<file path="config.mk">
export PLATFORM = sky130hd
export DESIGN_NAME = instr_fetch
export DESIGN_NICKNAME = d
export VERILOG_FILES = /design/src/rtl/fetch_pkg.sv /design/src/rtl/fetch_fifo.sv /design/src/rtl/instr_fetch.sv
export SDC_FILE = /design/constraint.sdc
export NUM_CORES = 1
export LEC_CHECK = 0
export BUFFER_PORTS_ARGS = -buffer_cell sky130_fd_sc_hd__buf_2
export CELL_PAD_IN_SITES_DETAIL_PLACEMENT = 0
export CELL_PAD_IN_SITES_GLOBAL_PLACEMENT = 1
export CORE_MARGIN = 2
export CORE_UTILIZATION = 44
export DETAILED_ROUTE_END_ITERATION = 16
export PLACE_DENSITY_LB_ADDON = 0.2
export REMOVE_ABC_BUFFERS = 1
export SLEW_MARGIN = 20
export SYNTH_ARGS = -nofsm -noshare
export SYNTH_HDL_FRONTEND = slang
export SYNTH_SLANG_ARGS = --single-unit
</file>
<file path="constraint.sdc">
create_clock -name Clock -period 3.6 [get_ports Clock]
set_clock_uncertainty 0.15 [all_clocks]
set_input_delay 0.36 -clock Clock [delete_from_list [all_inputs] [get_ports Clock]]
set_output_delay 0.36 -clock Clock [all_outputs]
set_load 0.05 [all_outputs]
</file>
<file path="src/rtl/fetch_pkg.sv">
// Shared types and constants for the instruction fetch front-end.
package fetch_pkg;

    typedef logic [15:0] addr_t;
    typedef logic [31:0] instr_t;

    typedef struct packed {
        addr_t  pc;
        instr_t instr;
    } fetch_entry_t;

    localparam instr_t INSTR_NOP = 32'h0000_0000;
    localparam addr_t  PC_STEP   = 16'd4;

    function automatic addr_t align_word(input addr_t a);
        return {a[15:2], 2'b00};
    endfunction

endpackage

</file>
<file path="src/rtl/fetch_fifo.sv">
// Prefetch FIFO of {pc, instr} entries; head is read combinationally, flush empties it.
module fetch_fifo
    import fetch_pkg::*;
#(
    parameter int DEPTH = 4
) (
    input  logic                   clk,
    input  logic                   reset,
    input  logic                   push,
    input  logic                   pop,
    input  logic                   flush,
    input  fetch_entry_t           wr_data,
    output fetch_entry_t           rd_data,
    output logic [$clog2(DEPTH):0] count,
    output logic                   empty,
    output logic                   full
);

    localparam int AW = $clog2(DEPTH);
    localparam logic [AW:0] ONE = 1;
    localparam logic [AW:0] CAP = DEPTH[AW:0];

    fetch_entry_t   mem [DEPTH];
    logic [AW-1:0]  wr_ptr;
    logic [AW-1:0]  rd_ptr;
    logic           do_push;
    logic           do_pop;

    assign empty   = (count == '0);
    assign full    = (count == CAP);
    assign do_pop  = pop & ~empty;
    // A full FIFO may still accept a push when the head leaves in the same cycle.
    assign do_push = push & (~full | do_pop);
    assign rd_data = mem[rd_ptr];

    always_ff @(posedge clk) begin
        if (do_push) begin
            mem[wr_ptr] <= wr_data;
        end
    end

    always_ff @(posedge clk) begin
        if (reset || flush) begin
            wr_ptr <= '0;
            rd_ptr <= '0;
            count  <= '0;
        end else begin
            if (do_push) begin
                wr_ptr <= wr_ptr + 1'b1;
            end
            if (do_pop) begin
                rd_ptr <= rd_ptr + 1'b1;
            end
            unique case ({do_push, do_pop})
                2'b10:   count <= count + ONE;
                2'b01:   count <= count - ONE;
                default: count <= count;
            endcase
        end
    end

endmodule

</file>
<file path="src/rtl/instr_fetch.sv">
// Fetch front-end: sequential PC generation, credit-limited memory requests,
// in-order response buffering and redirect handling with stale-response dropping.
module instr_fetch
    import fetch_pkg::*;
#(
    parameter int    DEPTH    = 4,
    parameter int    MAX_OUT  = 2,
    parameter addr_t RESET_PC = 16'h0000
) (
    input  logic        Clock,
    input  logic        Reset,
    output logic        ReqValid,
    input  logic        ReqReady,
    output logic [15:0] ReqAddr,
    input  logic        RspValid,
    input  logic [31:0] RspData,
    output logic        IfValid,
    input  logic        IfReady,
    output logic [31:0] IfInstr,
    output logic [15:0] IfPC,
    input  logic        Redirect,
    input  logic [15:0] RedirectPC
);

    localparam int CW = $clog2(DEPTH) + 1;
    localparam logic [CW-1:0] ONE = 1;

    addr_t          fetch_pc;
    addr_t          rsp_pc;
    logic [CW-1:0]  out_cnt;
    logic [CW-1:0]  drop_cnt;
    logic [CW-1:0]  fifo_count;
    logic [CW:0]    pending;
    logic           fifo_empty;
    logic           fifo_full;
    logic           rst_hold;
    logic           req_fire;
    logic           rsp_fire;
    logic           push;
    logic           pop;
    fetch_entry_t   head;
    fetch_entry_t   rsp_entry;

    // Slots already promised: buffered entries plus live (non-dropped) requests in flight.
    assign pending  = {1'b0, fifo_count} + {1'b0, out_cnt} - {1'b0, drop_cnt};
    assign ReqValid = ~Reset & ~Redirect & ~rst_hold
                    & (out_cnt < CW'(MAX_OUT))
                    & (pending < (CW + 1)'(DEPTH));
    assign ReqAddr  = fetch_pc;
    assign req_fire = ReqValid & ReqReady;

    assign rsp_fire  = RspValid & ~Reset & (out_cnt != '0);
    assign push      = rsp_fire & (drop_cnt == '0) & ~Redirect;
    assign rsp_entry = '{pc: rsp_pc, instr: RspData};

    assign IfValid = ~fifo_empty & ~Reset;
    assign pop     = IfValid & IfReady & ~Redirect;
    assign IfInstr = IfValid ? head.instr : INSTR_NOP;
    assign IfPC    = IfValid ? head.pc : '0;

    fetch_fifo #(.DEPTH(DEPTH)) u_fifo (
        .clk     (Clock),
        .reset   (Reset),
        .push    (push),
        .pop     (pop),
        .flush   (Redirect),
        .wr_data (rsp_entry),
        .rd_data (head),
        .count   (fifo_count),
        .empty   (fifo_empty),
        .full    (fifo_full)
    );

    // A redirect converts every request still in flight into one to be dropped.
    always_ff @(posedge Clock) begin
        if (Reset) begin
            fetch_pc <= RESET_PC;
            rsp_pc   <= RESET_PC;
            out_cnt  <= '0;
            drop_cnt <= '0;
            rst_hold <= 1'b1;
        end else begin
            rst_hold <= 1'b0;
            unique case ({req_fire, rsp_fire})
                2'b10:   out_cnt <= out_cnt + ONE;
                2'b01:   out_cnt <= out_cnt - ONE;
                default: out_cnt <= out_cnt;
            endcase
            if (Redirect) begin
                fetch_pc <= align_word(RedirectPC);
                rsp_pc   <= align_word(RedirectPC);
                drop_cnt <= out_cnt - (rsp_fire ? ONE : '0);
            end else begin
                if (req_fire) begin
                    fetch_pc <= fetch_pc + PC_STEP;
                end
                if (push) begin
                    rsp_pc <= rsp_pc + PC_STEP;
                end
                if (rsp_fire && (drop_cnt != '0)) begin
                    drop_cnt <= drop_cnt - ONE;
                end
            end
        end
    end

    rsp_needs_request: assert property (@(posedge Clock) disable iff (Reset)
        RspValid |-> (out_cnt != '0));

    push_has_room: assert property (@(posedge Clock) disable iff (Reset)
        push |-> (~fifo_full | pop));

endmodule

</file>
==> impl_metrics.json <==
{
  "drv_cap": 0,
  "grt_usage_pct": 17.2,
  "htree_num_levels": 1,
  "gp_congestion": 0.853,
  "crit_arrival_ns": 2.93,
  "drc_errors": 0,
  "power-per-cell-area_mw_per_mm2": 488,
  "ys_types": 53,
  "wl_per_cell_microns": 18.3,
  "synth_xor_area_share_pct": 2.21,
  "status": "finished, final reports clean",
  "netlist.top_cell.by_area": "edfxtp_1",
  "hold_depth": 3,
  "fin_nets": 842,
  "holdWs_ns": 0.0436,
  "finalPower_uw": 5740,
  "grt_overflow": 0,
  "ant_nets": 0,
  "clk_path_buf_depth": 3,
  "seq_area_frac_synth_pct": 67.4,
  "rsz0062_at_grt": "false",
  "fin_crit_sh_pct": 95.7,
  "cp_data_required_time_ns": 3.09,
  "worst_slack_ns": 0.156,
  "synthAdderAreaFrac_pct": 2.69,
  "synth-seq-cells": 228,
  "worst-r2r-cell-count": 13,
  "synth_top_family_by_area": "multiplexers",
  "die_y_microns": 151,
  "synth-simple-area-share_pct": 9.01,
  "setup_viol": 0,
  "clock-sinks": 228,
  "yosysMostFrequentCell": "edfxtp_1",
  "crit_type": "reg2out",
  "crit_path_start": "out_cnt[1]",
  "crit_fanout": 5,
  "yosys-top-cells-area": "edfxtp_1 (58%), mux4_2 (11%), dfxtp_1 (9.3%)",
  "syn-cell-area_sq_mm": 0.00950,
  "synth_compound_area_share_pct": 4.82,
  "core_sq_mm": 0.0211,
  "fin_cells": 1063,
  "synth_cells": 600,
  "antenna_found_initial": 1,
  "numCtsBuffers": 24,
  "relSlewSlack_pct": 29.6,
  "via_count": 5651,
  "final.min_clock_period_ns": 3.44,
  "wl_microns": 19400,
  "dieArea_sq_mm": 0.0228,
  "synth_common_cells": "edfxtp_1 (184), mux4_2 (46), nor2b_1 (46), dfxtp_1 (44), nand2_1 (26)",
  "ios": 120,
  "ys.flop_type": "edfxtp_1",
  "vias_per_cell": 5.32,
  "yosysWarnings": 0,
  "grt_pass1_wl_microns": 30400,
  "antenna_cells": 0,
  "drv_slew": 0,
  "root_buffer": "clkbuf_16",
  "numPortBuffers": 113,
  "min-delay-start": "RedirectPC[3]",
  "synth_top_area_share_pct": 58.2,
  "firstDrtPassIters": 4,
  "grt_max_degree": 47,
  "r2r-start": "drop_cnt[2]",
  "synthArstFlopShare_pct": 0,
  "rows": 53,
  "synth.avg_cell_area_sq_um": 15.8,
  "dp_hpwl_microns": 12300,
  "drive_gt1_share_pct": 29.3,
  "peakVddDrop_mv": 0.264,
  "syn2layout_area_growth_pct": 23.7,
  "synthMuxAreaShare_pct": 11.3,
  "endpoint_kind": "output port",
  "fmax_mhz": 290,
  "die_w_microns": 151,
  "hold_class": "in2reg",
  "worst_pin_slew_ns": 1.05,
  "drt_first_iter_violations": 373,
  "place_inst": 980,
  "p_leak_uw": 0.00411,
  "clk_latency_ns": 0.51,
  "cts_tree": "yes",
  "synth-edff-count": 184,
  "path_clk_slew_ns": 0.06,
  "start_kind": "flip-flop",
  "dp_slack_ns": 0.127,
  "grt_pass1_vias": 5776,
  "start_util_pct": 45.1,
  "hold_viol": 0
}
per-layer routing:
| layer | global-route usage, % | vias up | wire [microns] |
|---|---|---|---|
| met5 | 0 | - | 0 |
| met4 | 4.07 | 0 | 267 |
| met3 | 2.71 | 24 | 1130 |
| met2 | 29.7 | 177 | 9750 |
| met1 | 23.2 | 2811 | 8260 |
| li1 | - | 2639 | - |
power by group:
| part | internal [uW] | total [uW] | switching [uW] |
|---|---|---|---|
| Combinational | 106 | 274 | 167 |
| Clock | 1600 | 2550 | 958 |
| Sequential | 2870 | 2910 | 36.7 |
timing repair:
item / in CTS / in global routing
endpoints found under the setup margin: 1 / 2
resized for setup: 3 / 4
buffers inserted: 0 / 1
endpoints found under the hold margin: 134 / 0
pin swaps: 0 / 2
hold buffers: 38 / 0
critical path, stage by stage (launching register included):
cell     delay (ns)
dfxtp_4        0.36
inv_2          0.06
fa_1           0.53
inv_1          0.04
ha_1           0.27
and3b_1        0.18
or3_4          0.36
buf_4          0.16
a21oi_1        0.12
and3_1         0.19
buf_6          0.16
kinds of logic after synthesis:
| kind of cell | Yosys count |
|---|---|
| flip-flops | 228 |
| AND/OR/NAND/NOR | 158 |
| AO/OA/AOI/OAI | 65 |
| buffers and inverters | 56 |
| multiplexers | 50 |
| XOR/XNOR | 24 |
| adder cells (fa/ha/maj) | 18 |
| other | 1 |
placed cells by master (no fill, tap or decap), drive strengths merged, types with 5 or more instances in the layout:
cell type    count
edfxtp         184
buf            133
mux4            46
nor2b           46
dfxtp           44
dlygate4sd3     38
clkbuf          33
inv             27
nand2           26
nor2            20
nand3           17
a21oi           15
ha              14
xnor2           13
or3             13
xor2            11
nor3             9
nand4            8
a211oi           8
a32oi            7
a31oi            7
clkinv           7
o21ai            7
a21boi           7
and2             5
path summary, 6_finish.rpt:
path / slack, ns / end
setup / recovery: 0.16 / ReqValid
hold / removal: 0.04 / rsp_pc[3]
setup reg to reg: 0.18 / out_cnt[2]
hold reg to reg: 0.35 / u_fifo.count[0]
layout make-up:
class,count,area [sq um]
Clock inverter,11,135
Fill cell,1674,9340
Timing Repair Buffer,171,1160
Sequential cell,228,6420
Multi-Input combinational cell,319,2880
Clock buffer,33,708
Inverter,26,100
Tap cell,275,344
stage by stage:
step | util (%) | instance area (sq um) | setup TNS [ns]
final | 55.7 | 11700 | 0
after floorplan | - | 9380 | -4.43
after global placement | 49.8 | 10500 | 0
after detailed placement | 49.8 | 10500 | 0
after CTS | 55.6 | 11700 | 0
after global routing | 55.7 | 11700 | 0
flip-flops by register name (all words and copies together), names as in the netlist, 2 cells and up, named ones only:
signal         flops
u_fifo.rd_ptr      2
drop_cnt           3
rsp_pc            14
out_cnt            3
u_fifo.wr_ptr      2
ReqAddr           14
u_fifo.mem       184
u_fifo.count       3
Note: power is estimated with default switching activity, not from simulation.
